`src/rtl/seg7_pkg.sv`:
```
// Shared 7-segment constants and the pattern-to-BCD decoder used by the
// display driver and the bus read-back path.
package seg7_pkg;

    // Active-low segment patterns, bit6 = g .. bit0 = a.
    localparam logic [6:0] SEG_0     = 7'b1000000;
    localparam logic [6:0] SEG_1     = 7'b1111001;
    localparam logic [6:0] SEG_2     = 7'b0100100;
    localparam logic [6:0] SEG_3     = 7'b0110000;
    localparam logic [6:0] SEG_4     = 7'b0011001;
    localparam logic [6:0] SEG_5     = 7'b0010010;
    localparam logic [6:0] SEG_6     = 7'b0000010;
    localparam logic [6:0] SEG_7     = 7'b1111000;
    localparam logic [6:0] SEG_8     = 7'b0000000;
    localparam logic [6:0] SEG_9     = 7'b0010000;
    localparam logic [6:0] SEG_BLANK = 7'h7F;

    localparam logic [3:0] BCD_INVALID = 4'hF;

    localparam logic [1:0] SEL_D0 = 2'b01;
    localparam logic [1:0] SEL_D1 = 2'b10;

    function automatic logic [3:0] seg_to_bcd(input logic [6:0] pattern);
        case (pattern)
            SEG_0:   return 4'd0;
            SEG_1:   return 4'd1;
            SEG_2:   return 4'd2;
            SEG_3:   return 4'd3;
            SEG_4:   return 4'd4;
            SEG_5:   return 4'd5;
            SEG_6:   return 4'd6;
            SEG_7:   return 4'd7;
            SEG_8:   return 4'd8;
            SEG_9:   return 4'd9;
            default: return BCD_INVALID;
        endcase
    endfunction

endpackage

```
`src/rtl/seg7_digit_filter.sv`:
```
// One glitch-filter channel: accepts a segment pattern once it has been seen
// STABLE_CYCLES times in a row while this digit is selected.
module seg7_digit_filter
    import seg7_pkg::*;
#(
    parameter int STABLE_CYCLES = 4
) (
    input  logic       clk,
    input  logic       rst_n,
    input  logic       sel,
    input  logic [6:0] seg,
    output logic       accept,
    output logic [6:0] code
);

    localparam int             CW       = $clog2(STABLE_CYCLES + 1);
    localparam logic [CW-1:0]  CNT_MAX  = CW'(STABLE_CYCLES);
    localparam logic [CW-1:0]  CNT_LAST = CW'(STABLE_CYCLES - 1);

    logic [6:0]    cand;
    logic [CW-1:0] cnt;

    // Fires only on the transition into CNT_MAX, so a held pattern accepts once.
    assign accept = sel && (seg == cand) && (cnt == CNT_LAST);

    // NOTE: non-blocking assignments so every register here reads pre-edge values.
    always_ff @(posedge clk) begin
        if (!rst_n) begin
            cand <= SEG_BLANK;
            cnt  <= '0;
            code <= SEG_BLANK;
        end else if (!sel) begin
            cnt <= '0;
        end else if (seg != cand) begin
            cand <= seg;
            cnt  <= CW'(1);
        end else begin
            if (cnt != CNT_MAX) cnt <= cnt + CW'(1);
            if (accept)         code <= cand;
        end
    end

endmodule

```
`src/rtl/seg7_pair_reader.sv`:
```
// Reads a multiplexed active-low two-digit 7-segment bus back into BCD,
// a binary value 0..99 and per-digit zero/error flags.
module seg7_pair_reader
    import seg7_pkg::*;
#(
    parameter int STABLE_CYCLES = 4
) (
    input  logic       CLOCK_50,
    input  logic       rst_n,
    input  logic [6:0] seg,
    input  logic [1:0] dig_sel,
    output logic [3:0] bcd1,
    output logic [3:0] bcd0,
    output logic [6:0] value,
    output logic       zero1,
    output logic       zero0,
    output logic       err1,
    output logic       err0,
    output logic       valid,
    output logic       sel_err
);

    logic [6:0] s_seg;
    logic [1:0] s_sel;
    logic       accept0, accept1;
    logic [6:0] code0, code1;
    logic       fresh0, fresh1;
    logic       commit;
    logic [3:0] dec0, dec1;
    logic       bad0, bad1;
    logic [6:0] tens, sum;

    assign commit = fresh0 && fresh1;

    // dig_sel == 2'b11 matches neither channel, so both counters drop to zero.
    seg7_digit_filter #(.STABLE_CYCLES(STABLE_CYCLES)) u_filt0 (
        .clk    (CLOCK_50),
        .rst_n  (rst_n),
        .sel    (s_sel == SEL_D0),
        .seg    (s_seg),
        .accept (accept0),
        .code   (code0)
    );

    seg7_digit_filter #(.STABLE_CYCLES(STABLE_CYCLES)) u_filt1 (
        .clk    (CLOCK_50),
        .rst_n  (rst_n),
        .sel    (s_sel == SEL_D1),
        .seg    (s_seg),
        .accept (accept1),
        .code   (code1)
    );

    // NOTE: every signal written here is assigned on all paths, so no latch is inferred.
    always_comb begin
        dec1 = seg_to_bcd(code1);
        dec0 = seg_to_bcd(code0);
        bad1 = (dec1 == BCD_INVALID);
        bad0 = (dec0 == BCD_INVALID);
        tens = {3'b000, dec1};
        sum  = (bad1 || bad0) ? 7'd127 : (tens << 3) + (tens << 1) + {3'b000, dec0};
    end

    always_ff @(posedge CLOCK_50) begin
        if (!rst_n) begin
            s_seg   <= SEG_BLANK;
            s_sel   <= '0;
            fresh0  <= 1'b0;
            fresh1  <= 1'b0;
            bcd1    <= '0;
            bcd0    <= '0;
            value   <= '0;
            zero1   <= 1'b0;
            zero0   <= 1'b0;
            err1    <= 1'b0;
            err0    <= 1'b0;
            valid   <= 1'b0;
            sel_err <= 1'b0;
        end else begin
            s_seg   <= seg;
            s_sel   <= dig_sel;
            sel_err <= (s_sel == 2'b11);
            valid   <= commit;
            // A same-cycle accept re-arms its flag even while the commit clears it.
            fresh0  <= (fresh0 && !commit) || accept0;
            fresh1  <= (fresh1 && !commit) || accept1;
            if (commit) begin
                bcd1  <= dec1;
                bcd0  <= dec0;
                value <= sum;
                zero1 <= (code1 == SEG_0);
                zero0 <= (code0 == SEG_0);
                err1  <= bad1;
                err0  <= bad0;
            end
        end
    end

endmodule

```
`config.mk`:
```
export PLATFORM = sky130hd
export DESIGN_NAME = seg7_pair_reader
export DESIGN_NICKNAME = d
export VERILOG_FILES = /design/src/rtl/seg7_pkg.sv /design/src/rtl/seg7_digit_filter.sv /design/src/rtl/seg7_pair_reader.sv
export SDC_FILE = /design/constraint.sdc
export NUM_CORES = 1
export LEC_CHECK = 0
export ABC_AREA = 1
export CORE_MARGIN = 3
export CORE_UTILIZATION = 35
export DETAILED_ROUTE_END_ITERATION = 6
export MAX_ROUTING_LAYER = met4
export PLACE_DENSITY = 0.51
export SYNTH_ARGS = -nofsm -noshare
export SYNTH_HDL_FRONTEND = slang
export SYNTH_SLANG_ARGS = --single-unit
```
`constraint.sdc`:
```
create_clock -name CLOCK_50 -period 2.75 [get_ports CLOCK_50]
set_input_delay 0.55 -clock CLOCK_50 [delete_from_list [all_inputs] [get_ports CLOCK_50]]
set_output_delay 0.55 -clock CLOCK_50 [all_outputs]
set_load 0.01 [all_outputs]
```
==> metrics.md, run 1 <==
| Metric | Value |
|---|---|
| Leakage power total | `1.91 nW` |
| Worst IR Drop VDD | `0.270 mV` |
| Post-synthesis simple-gate area fraction | `32.3%` |
| Worst Path Max Fanout | `5` |
| Die Span X | `103 um` |
| Global Route Usage Sum | `14.8%` |
| Site row count | `34` |
| Worst-margin pin slew | `0.686 ns` |
| Core area | `8930 um^2` |
| Register area share after synthesis | `40.0%` |
| Grt ovf | `0` |
| Status | `finished, final reports clean` |
| Fin crit period | `2.53 ns` |
| Routed vias | `2811` |
| Seq cells post-synth | `66` |
| Ant. Diodes | `0` |
| Fin. max-slew vios | `0` |
| Pin count of the biggest net entering global routing | `45` |
| Initial DRC Count | `95` |
| Top-Level Pins | `32` |
| TritonCTS clock tree | `done` |
| Commonest cells after routing, fill and taps aside | `nand2_1, dfxtp_1, inv_1, nand3_1, nor2_1` |
| Yosys top cell area share | `40.0%` |
| Fmax | `395 MHz` |
| Post-route DRC violation count | `0` |
| Worst reg2reg setup slack | `0.22 ns` |
| Main combinational cell family by area after synthesis | `simple AND/OR/NAND/NOR gates` |
| Layout cells sized above 1 | `16.4%` |
| Slew headroom | `54.2%` |
| Final setup vio count | `0` |
| Clock sinks | `66` |
| Maxcap violations | `0` |
| Synth area leader | `dfxtp_1` |
| Worst-path clk slew | `0.07 ns` |
| Routed vias/inst | `4.72` |
| Mapped cell area | `3310 um^2` |
| Synth-to-Final Area Change | `19.7%` |
| Final hold vios | `0` |
| PortBufs | `31` |
| Total Neg Setup Slack | `0 ns` |
| PnR Total Power | `1.83 mW` |
| Die Ht | `103 um` |
| Top post-synthesis cells by area | `dfxtp_1, nand2_1, nand3_1` |
| Fin Hold WS | `0.476 ns` |
| Worst path arrival time | `2.81 ns` |
| DR WL/cell | `11.9 um` |
| Worst Setup Start Kind | `flip-flop` |
| Worst setup EP type | `flip-flop` |
| Pwr/cell area | `463 nW/um^2` |
| NumNets Final | `506` |
| Syn_area_per_cell | `7.38 um^2` |
| Most common cell after layout, fill and taps aside | `nand2_1` |
| Clk Latency, worst-skew pair | `0.35 ns` |
| Die ar. | `10600 um^2` |
| Number of global-route vias before repair | `2611` |
| Initial antenna violation count | `0` |
| Total CTS buffers | `9` |
| Synth Area in Compound Gates | `9.80%` |
| Worst endpoint required time | `3.03 ns` |
| FF-to-FF End | `value[5]` |
| Post-synthesis adder-cell area fraction | `4.77%` |
| Unique masters post-synth | `30` |
| Setup crit end | `value[5]` |
| First-pass GRT wire length | `11.9 mm` |
| R2r startpoint | `u_filt1.code[1]` |
| Final critical-path share of the clock period | `92.1%` |
| CTS Hold Bufs | `0` |
| DP HPWL | `5.18 mm` |
| Root buffer cell | `clkbuf_8` |
| Hold path depth | `2` |
| Initial core utilization | `37.0%` |
| Crit path from | `u_filt1.code[1]` |
| Type of the worst setup path | `flip-flop to flip-flop` |
| Final WL | `7.08 mm` |
| Syn nets | `471` |
| RSZ-0062 raised after global routing | `false` |
| Synth warn | `0` |
| H-Tree Level Count | `3` |
| Post-DRT Antenna Nets | `0` |
| Post-synthesis xor/xnor area fraction | `4.24%` |
| Mapped Cells | `448` |
| GP Congestion | `0.884` |
| Post-synthesis mux area share | `0%` |
| Max clock buf depth | `2` |
| Hold Crit Class | `flip-flop to flip-flop` |
| First-pass iteration count of the detailed router | `4` |
| R2r worst-path depth | `16` |
| Fin Clk Skew | `0.00943 ns` |
[synth_stat cells]
| cell type | number |
|---|---|
| a21o_1 | 1 |
| a21oi_1 | 13 |
| a31oi_1 | 4 |
| and3_1 | 1 |
| buf_2 | 2 |
| clkbuf_1 | 10 |
| clkinv_1 | 2 |
| dfxtp_1 | 66 |
| fa_1 | 1 |
| ha_1 | 11 |
| inv_1 | 58 |
| inv_2 | 6 |
| nand2_1 | 85 |
| nand2_2 | 8 |
| nand2_4 | 4 |
| nand3_1 | 51 |
| nand3_2 | 2 |
| nand4_1 | 3 |
| nor2_1 | 43 |
| nor2_2 | 5 |
| nor2_4 | 6 |
| nor3_1 | 6 |
| nor4_2 | 1 |
| o211ai_1 | 16 |
| o21ai_0 | 15 |
| o21ai_1 | 1 |
| o21ai_2 | 3 |
| or2_2 | 8 |
| xnor2_1 | 3 |
| xor2_1 | 13 |
[worst max-delay path: stages, from the launching register on]
cell,delay [ns]
dfxtp_1,0.42
nor2_4,0.07
nand2_4,0.09
inv_2,0.04
nand2_1,0.07
nand3_1,0.12
nor2_4,0.17
nand2_4,0.09
buf_4,0.15
nand2_2,0.07
ha_1,0.23
ha_1,0.35
nand2_1,0.09
nand2_1,0.05
a31oi_1,0.20
nand3_1,0.11
a31oi_1,0.15
[routing by layer]
| layer | vias up | share of wire [%] | global-route usage [%] |
|---|---|---|---|
| li1 | 1507 | - | - |
| met1 | 1259 | 49 | 17.9 |
| met2 | 39 | 47 | 23.6 |
| met3 | 6 | 3.2 | 4.43 |
| met4 | 0 | 0.85 | 4.88 |
| met5 | - | 0 | - |
[area by class of cell]
class / instances / area, um^2
fillers: 900 / 4980
multi-input cells: 304 / 1730
flip-flops and latches: 66 / 1330
repair buffers: 36 / 348
inverters: 66 / 248
well taps: 108 / 135
clock buffers: 9 / 124
clock inverters: 7 / 45.0
[cells by family (layout without fill, tap and decap cells)]
kind of cell | count (synthesis) | in the layout
and+or+nand+nor | 223 | 223
buffers and inverters | 78 | 118
DFF | 66 | 66
AOI/OAI and AO/OA | 53 | 53
xor gates and xnor gates | 16 | 16
adders and majority gates | 12 | 12
[worst min-delay path by stage]
stage	from	endpoint	slack [ns]
floorplan	s_sel[1]	sel_err	0.45
global route	fresh1	fresh1	0.52
finish	fresh1	fresh1	0.48
detailed placement	fresh1	fresh1	0.47
CTS	fresh1	fresh1	0.48
global placement	fresh1	fresh1	0.47
[stage by stage]
step | cell area, um^2 | util (%) | setup slack (ns) | std cells
final | 3960 | 44.3 | 0.216 | 596
after global routing | 3960 | 44.3 | 0.00824 | 596
after CTS | 3890 | 43.5 | 0.0250 | 593
after detailed placement | 3720 | 41.6 | 0.0353 | 577
after global placement | 3720 | 41.6 | 0.0333 | 577
after floorplan | 3310 | - | 0.359 | 448
[sequential cells by signal, indices dropped and copies added, names as in the netlist, 2 cells and up]
signal / flops
u_filt1.cnt: 3
u_filt0.cnt: 3
s_seg: 7
u_filt1.cand: 7
s_sel: 2
u_filt0.cand: 7
u_filt1.code: 7
value: 7
u_filt0.code: 7
bcd0: 4
bcd1: 4
[power breakdown]
| part | switching (mW) | internal, mW | leakage [nW] | total (mW) |
|---|---|---|---|---|
| Sequential | 0.0235 | 0.978 | 0.535 | 1.00 |
| Clock | 0.393 | 0.325 | 0.0891 | 0.718 |
| Combinational | 0.0638 | 0.0499 | 1.29 | 0.114 |
| Total | 0.480 | 1.35 | 1.91 | 1.83 |
[what timing repair did]
item                       4_1_cts  5_1_grt
resized for setup                0       19
setup buffers                    0        3
setup endpoints to repair        0        2
No activity file was read; power rests on OpenSTA's default activity.
==> inputs of run 2 (changes only) <==
--- a/config.mk
+++ b/config.mk
@@ -5,12 +5,12 @@
 export SDC_FILE = /design/constraint.sdc
 export NUM_CORES = 1
 export LEC_CHECK = 0
-export ABC_AREA = 1
 export CORE_MARGIN = 3
 export CORE_UTILIZATION = 35
 export DETAILED_ROUTE_END_ITERATION = 6
 export MAX_ROUTING_LAYER = met4
 export PLACE_DENSITY = 0.51
+export SKIP_CTS_REPAIR_TIMING = 1
 export SYNTH_ARGS = -nofsm -noshare
 export SYNTH_HDL_FRONTEND = slang
 export SYNTH_SLANG_ARGS = --single-unit
==> run 2 against run 1 <==
Against the previous run:
- the flow now finishes with violations (negative setup slack)
- fmax down 12%
- critical path type unchanged
- sequential power about the same
- wire length up 11%
- hold slack worse by 0.022 ns
- cell count down 9.1%
- utilization up 3.4 points
- design area up 6.2%
- critical endpoint is now value[6]
==> metrics.md, run 2 <==
| Metric | Value |
|---|---|
| Async SR Flop Fraction | `0%` |
| Root buffer cell | `clkbuf_8` |
| Post-DRT Antenna Nets | `0` |
| Setup slack after placement | `-0.0487 ns` |
| Mapped cell area | `3210 um^2` |
| Hold Crit Class | `flip-flop to flip-flop` |
| Int Power | `1.56 mW` |
| Hold Startpoint | `bcd1[2]` |
| Yosys top cell area share | `41.2%` |
| Routed vias/inst | `5.10` |
| Pwr/cell area | `482 nW/um^2` |
| Die ar. | `10300 um^2` |
| Grt ovf | `0` |
| Worst IR Drop VDD | `0.329 mV` |
| Initial DRC Count | `95` |
| EDFF count, synth | `0` |
| Hold path depth | `2` |
| Ant. Diodes | `0` |
| Final critical-path share of the clock period | `105%` |
| Crit-path max cell delay | `0.39 ns` |
| Status | `complete, but fails checks` |
| NumNets Final | `452` |
| Layout cells sized above 1 | `20.5%` |
| DP HPWL | `5.49 mm` |
| Max clock buf depth | `2` |
| Seq pwr share | `49.2%` |
| Fin. max-slew vios | `0` |
| Clk pwr share | `45.2%` |
| Top delay family on crit path | `simple AND/OR/NAND/NOR gates` |
| Slew headroom | `48.2%` |
| Most common cell after layout, fill and taps aside | `dfxtp_1` |
| Final Non-Filler Cells | `542` |
| Unique masters post-synth | `54` |
| DR WL/cell | `14.5 um` |
| Core area | `8810 um^2` |
| Synth area leader | `dfxtp_1` |
| PnR Total Power | `2.03 mW` |
| Post-route DRC violation count | `0` |
| Die Span X | `102 um` |
| R2r worst-path depth | `13` |
| H-Tree Level Count | `3` |
| Worst-margin pin slew | `0.773 ns` |
| Worst-path clk slew | `0.08 ns` |
| Maxcap violations | `0` |
| R2r startpoint | `u_filt1.code[3]` |
| Post-placement cell area | `3810 um^2` |
| Final setup vio count | `2` |
| Fin crit period | `2.88 ns` |
| GP Congestion | `0.831` |
| Die Ht | `102 um` |
| Cells along the critical path | `or3_4 -> a211o_1 -> nand4_1 -> o221ai_4 -> xnor2_2 -> ha_2 -> inv_2 -> fa_2 -> inv_2 -> a21o_1 -> or3_4 -> nand3_2 -> a21oi_2` |
| Worst path arrival time | `3.10 ns` |
| Count leader, synth | `dfxtp_1` |
| Fin Clk Skew | `0.00738 ns` |
| TritonCTS clock tree | `done` |
| Ys flop type | `dfxtp_1` |
| Seq cells post-synth | `66` |
| Type of the worst setup path | `flip-flop to flip-flop` |
| Final Instance Area | `4200 um^2` |
| Placed insts | `520` |
| Failing checks | `negative setup slack` |
| Number of global-route vias before repair | `2593` |
| P_sw | `0.465 mW` |
| Initial antenna violation count | `0` |
| Final hold vios | `0` |
| Commonest cells after routing, fill and taps aside | `dfxtp_1, nand2_1, buf_4, clkdlybuf4s50_1, nand3_1` |
| Clock sinks | `66` |
| Fmax | `348 MHz` |
| Global Route Usage Sum | `16.2%` |
| Clk Latency, worst-skew pair | `0.34 ns` |
| Worst setup EP type | `flip-flop` |
| Register area share after synthesis | `41.2%` |
| Comb power frac | `5.6%` |
| Routed vias | `2762` |
| Slack of the critical path | `-0.127 ns` |
| PortBufs | `31` |
| Hold Path Sink | `bcd1[2]` |
| Initial core utilization | `36.4%` |
| Mapped Cells | `369` |
| Worst Path Max Fanout | `5` |
| Fin Hold WS | `0.454 ns` |
| Synth-to-Final Area Change | `31.0%` |
| Synth top cells by count | `dfxtp_1, nand2_1, nand3_1, a21oi_1` |
| First-pass iteration count of the detailed router | `4` |
| Top post-synthesis cells by area | `dfxtp_1, nand2_1, mux2i_1` |
| Worst reg2reg setup slack | `-0.13 ns` |
| RSZ-0062 raised after global routing | `true` |
| Syn_area_per_cell | `8.69 um^2` |
| Net Sw Frac | `23.0%` |
| Fillers | `832` |
| Final WL | `7.85 mm` |
| Syn nets | `392` |
| Critical path's slowest cell | `or3_4` |
| Worst Setup Start Kind | `flip-flop` |
| FF-to-FF End | `value[6]` |
| Worst endpoint required time | `2.97 ns` |
| Worst Path Buf+Inv | `2` |
| Top-Level Pins | `32` |
| Pin count of the biggest net entering global routing | `20` |
| First-pass GRT wire length | `12.8 mm` |
| Total CTS buffers | `9` |
| Site row count | `34` |
| Leakage power total | `1.58 nW` |
| Synth warn | `0` |
-- run 2: worst max path at each step --
stage	start	to	slack [ns]	depth (start not counted)
after floorplan	u_filt1.code[3]	value[6]	0.05	11
after global placement	u_filt1.code[6]	value[6]	-0.009	10
after detailed placement	u_filt1.code[6]	value[6]	-0.05	13
after CTS	u_filt1.code[6]	value[6]	-0.09	13
after global routing	u_filt1.code[3]	value[6]	-0.25	13
final	u_filt1.code[3]	value[6]	-0.13	13
-- run 2: cell type report --
class,count,area (um^2),area share [%]
Timing Repair Buffer,67,584,13.9
Inverter,16,60.1,1.43
Multi-Input combinational cell,269,1870,44.5
Clock inverter,5,77.6,1.85
Tap cell,108,135,3.22
Clock buffer,11,141,3.37
Sequential cell,66,1330,31.7
-- run 2: power groups by stage --
| stage | clock [mW] | combinational, mW | sequential (mW) |
|---|---|---|---|
| final | 0.916 | 0.113 | 0.998 |
| after global routing | 0.985 | 0.128 | 1.00 |
| after CTS | 0.944 | 0.115 | 1.00 |
| after detailed placement | 0 | 0.114 | 1.02 |
| after global placement | 0 | 0.112 | 1.02 |
| after floorplan | 0 | 0.0778 | 1.01 |
-- run 2: kinds of logic after synthesis --
kind of cell	synth area share, %
fa+ha+maj	5.23
buf+inv	4.17
compound gates	13.6
flops	41.2
simple gates	24.3
mux	4.68
xor+xnor	6.83
-- run 2: layer usage --
metal  vias up  GRT usage (%)  routed length (um)
met5         -              -                   0
met4         0           5.42                 141
met3        14           3.86                 276
met2        42           24.6                3610
met1      1306           21.2                3820
li1       1400              -                   -
-- run 2: worst min-delay path, cell delays in order, from the launching register on --
cell	delay, ns
dfxtp_1	0.31
nand2_1	0.05
a21oi_1	0.05
-- run 2: metrics by stage --
| step | utilization (%) | TNS (ns) |
|---|---|---|
| global route | 47.7 | -0.539 |
| finish | 47.7 | -0.147 |
| CTS | 45.8 | -0.141 |
| floorplan | - | 0 |
| detailed placement | 43.3 | -0.0732 |
| global placement | 43.3 | -0.00932 |
==> inputs of run 3 (changes only) <==
--- a/config.mk
+++ b/config.mk
@@ -9,8 +9,9 @@
 export CORE_UTILIZATION = 35
 export DETAILED_ROUTE_END_ITERATION = 6
 export MAX_ROUTING_LAYER = met4
-export PLACE_DENSITY = 0.51
+export PLACE_DENSITY = 0.58
 export SKIP_CTS_REPAIR_TIMING = 1
+export SLEW_MARGIN = 20
 export SYNTH_ARGS = -nofsm -noshare
 export SYNTH_HDL_FRONTEND = slang
 export SYNTH_SLANG_ARGS = --single-unit
==> run 3 against run 2 <==
Against the previous run:
- flip-flop and latch count stayed put
- sequential power hardly changed
- utilization down 0.84 points
- cell count shrank 0.55%
- register-to-register slack gained 0.02 ns
- global-route usage shrank 1.0 points
- wire length decreased by 4.1%
- clock-buffer cell count stayed put
- critical path depth stayed put
- worst setup slack improved by 0.019 ns
- the run still ends with negative setup slack left
- die area stayed put
==> metrics.md, run 3 (synthesis results as in run 2) <==
| Metric | Value |
|---|---|
| Status | `complete, but fails checks` |
| Failing checks | `negative setup slack` |
| Worst path arrival time | `3.12 ns` |
| Fmax | `350 MHz` |
| Worst-margin pin slew | `0.552 ns` |
| Ant. Diodes | `0` |
| Fillers | `878` |
| Critical path's slowest cell | `fa_2` |
| Routed vias | `2748` |
| Worst Setup Start Kind | `flip-flop` |
| DR WL/cell | `14.0 um` |
| Initial antenna violation count | `0` |
| Slew headroom | `63.2%` |
| Site row count | `34` |
| Worst Path Buf+Inv | `2` |
| Pwr/cell area | `471 nW/um^2` |
| Fin. max-slew vios | `0` |
| Pin count of the biggest net entering global routing | `36` |
| Cells along the critical path | `or3_4 -> a211o_1 -> nand4_1 -> o221ai_4 -> xnor2_2 -> ha_2 -> inv_2 -> fa_2 -> inv_2 -> a21o_1 -> a221o_1 -> nand3_1 -> a21oi_1` |
| Fin crit period | `2.86 ns` |
| Layout cells sized above 1 | `18.6%` |
| Number of global-route vias before repair | `2583` |
| Type of the worst setup path | `flip-flop to flip-flop` |
| Post-route DRC violation count | `0` |
| Final hold vios | `0` |
| Area occupied by multi-input gates | `1830 um^2` |
| Top-Level Pins | `32` |
| Final setup vio count | `2` |
| Die Span X | `102 um` |
| Initial DRC Count | `88` |
| Total CTS buffers | `9` |
| Final Non-Filler Cells | `539` |
| Max clock buf depth | `2` |
| Most common cell after layout, fill and taps aside | `dfxtp_1` |
| Register area | `1330 um^2` |
| H-Tree Level Count | `3` |
| NumNets Final | `450` |
| Worst Path Max Fanout | `5` |
| Synth-to-Final Area Change | `28.7%` |
| Maxcap violations | `0` |
| Most frequent CP cell | `inv_2` |
| PortBufs | `31` |
| Initial core utilization | `36.4%` |
| Top delay family on crit path | `compound AO/OA/AOI/OAI gates` |
| Slack of the critical path | `-0.108 ns` |
| First-pass GRT wire length | `12.2 mm` |
| Core area | `8810 um^2` |
| TritonCTS clock tree | `done` |
| Commonest cells after routing, fill and taps aside | `dfxtp_1, nand2_1, buf_4, clkdlybuf4s50_1, nand3_1` |
| Worst-path clk slew | `0.08 ns` |
| Grt ovf | `0` |
| Worst setup EP type | `flip-flop` |
| Final WL | `7.52 mm` |
| Clock sinks | `66` |
| Fin Clk Skew | `0.00867 ns` |
| Hold Crit Class | `flip-flop to flip-flop` |
| Final critical-path share of the clock period | `104%` |
| Clk Latency, worst-skew pair | `0.34 ns` |
| Die ar. | `10300 um^2` |
| Worst endpoint required time | `3.01 ns` |
| Placed insts | `517` |
| Global Route Usage Sum | `15.2%` |
| Leakage power total | `1.55 nW` |
| DP HPWL | `5.26 mm` |
| Post-DRT Antenna Nets | `0` |
| Worst IR Drop VDD | `0.254 mV` |
| Total Neg Setup Slack | `-0.193 ns` |
| Root buffer cell | `clkbuf_8` |
| Crit-path max cell delay | `0.40 ns` |
| Routed vias/inst | `5.10` |
| GP Congestion | `0.818` |
| RSZ-0062 raised after global routing | `true` |
| First-pass iteration count of the detailed router | `4` |
| Die Ht | `102 um` |
## run 3: path summary, 6_finish.rpt
kind | startpoint | endpoint | slack (ns) | cells past startpoint
max | u_filt1.code[1] | value[6] | -0.11 | 13
min | bcd0[3] | bcd0[3] | 0.46 | 2
max reg2reg | u_filt1.code[1] | value[6] | -0.11 | 13
min reg2reg | bcd0[3] | bcd0[3] | 0.46 | 2
## run 3: metal layers
layer	vias up	track usage, %	part of all wire (%)
li1	1396	-	-
met1	1303	19.4	48
met2	36	23.5	48
met3	13	2.62	2.4
met4	0	6.75	2.1
met5	-	-	0
## run 3: final cells by class
class | count | area share [%]
Inverter | 16 | 1.45
Tap cell | 108 | 3.27
Sequential cell | 66 | 32.3
Multi-Input combinational cell | 269 | 44.4
Clock inverter | 4 | 1.24
Timing Repair Buffer | 65 | 13.7
Clock buffer | 11 | 3.67
## run 3: power breakdown
part           internal (mW)  total [mW]  switching, mW
Sequential             0.975       0.998         0.0236
Combinational         0.0530       0.109         0.0561
Clock                  0.463       0.838          0.374
Total                   1.49        1.94          0.454
## run 3: per-stage QoR
step                      total power [mW]  hold slack [ns]  cell area (um^2)  setup WS, ns  utilization, %
after floorplan                       1.09            0.456              3210        0.0494               -
after global placement                1.13            0.445              3790        0.0117            43.0
after detailed placement              1.13            0.446              3790       -0.0772            43.0
after CTS                             1.97            0.457              3990        -0.122            45.3
after global routing                  2.02            0.475              4130        -0.221            46.9
final                                 1.94            0.456              4130        -0.108            46.9
## run 3: worst reg2reg max path: cells and delay by family, from the launching register on
family | cells | cell delay (ns)
AOI/OAI and AO/OA | 5 | 0.93
and+or+nand+nor | 3 | 0.62
xor gates and xnor gates | 1 | 0.16
adders and majority gates | 2 | 0.60
DFF | 1 | 0.36
buffers and inverters | 2 | 0.10
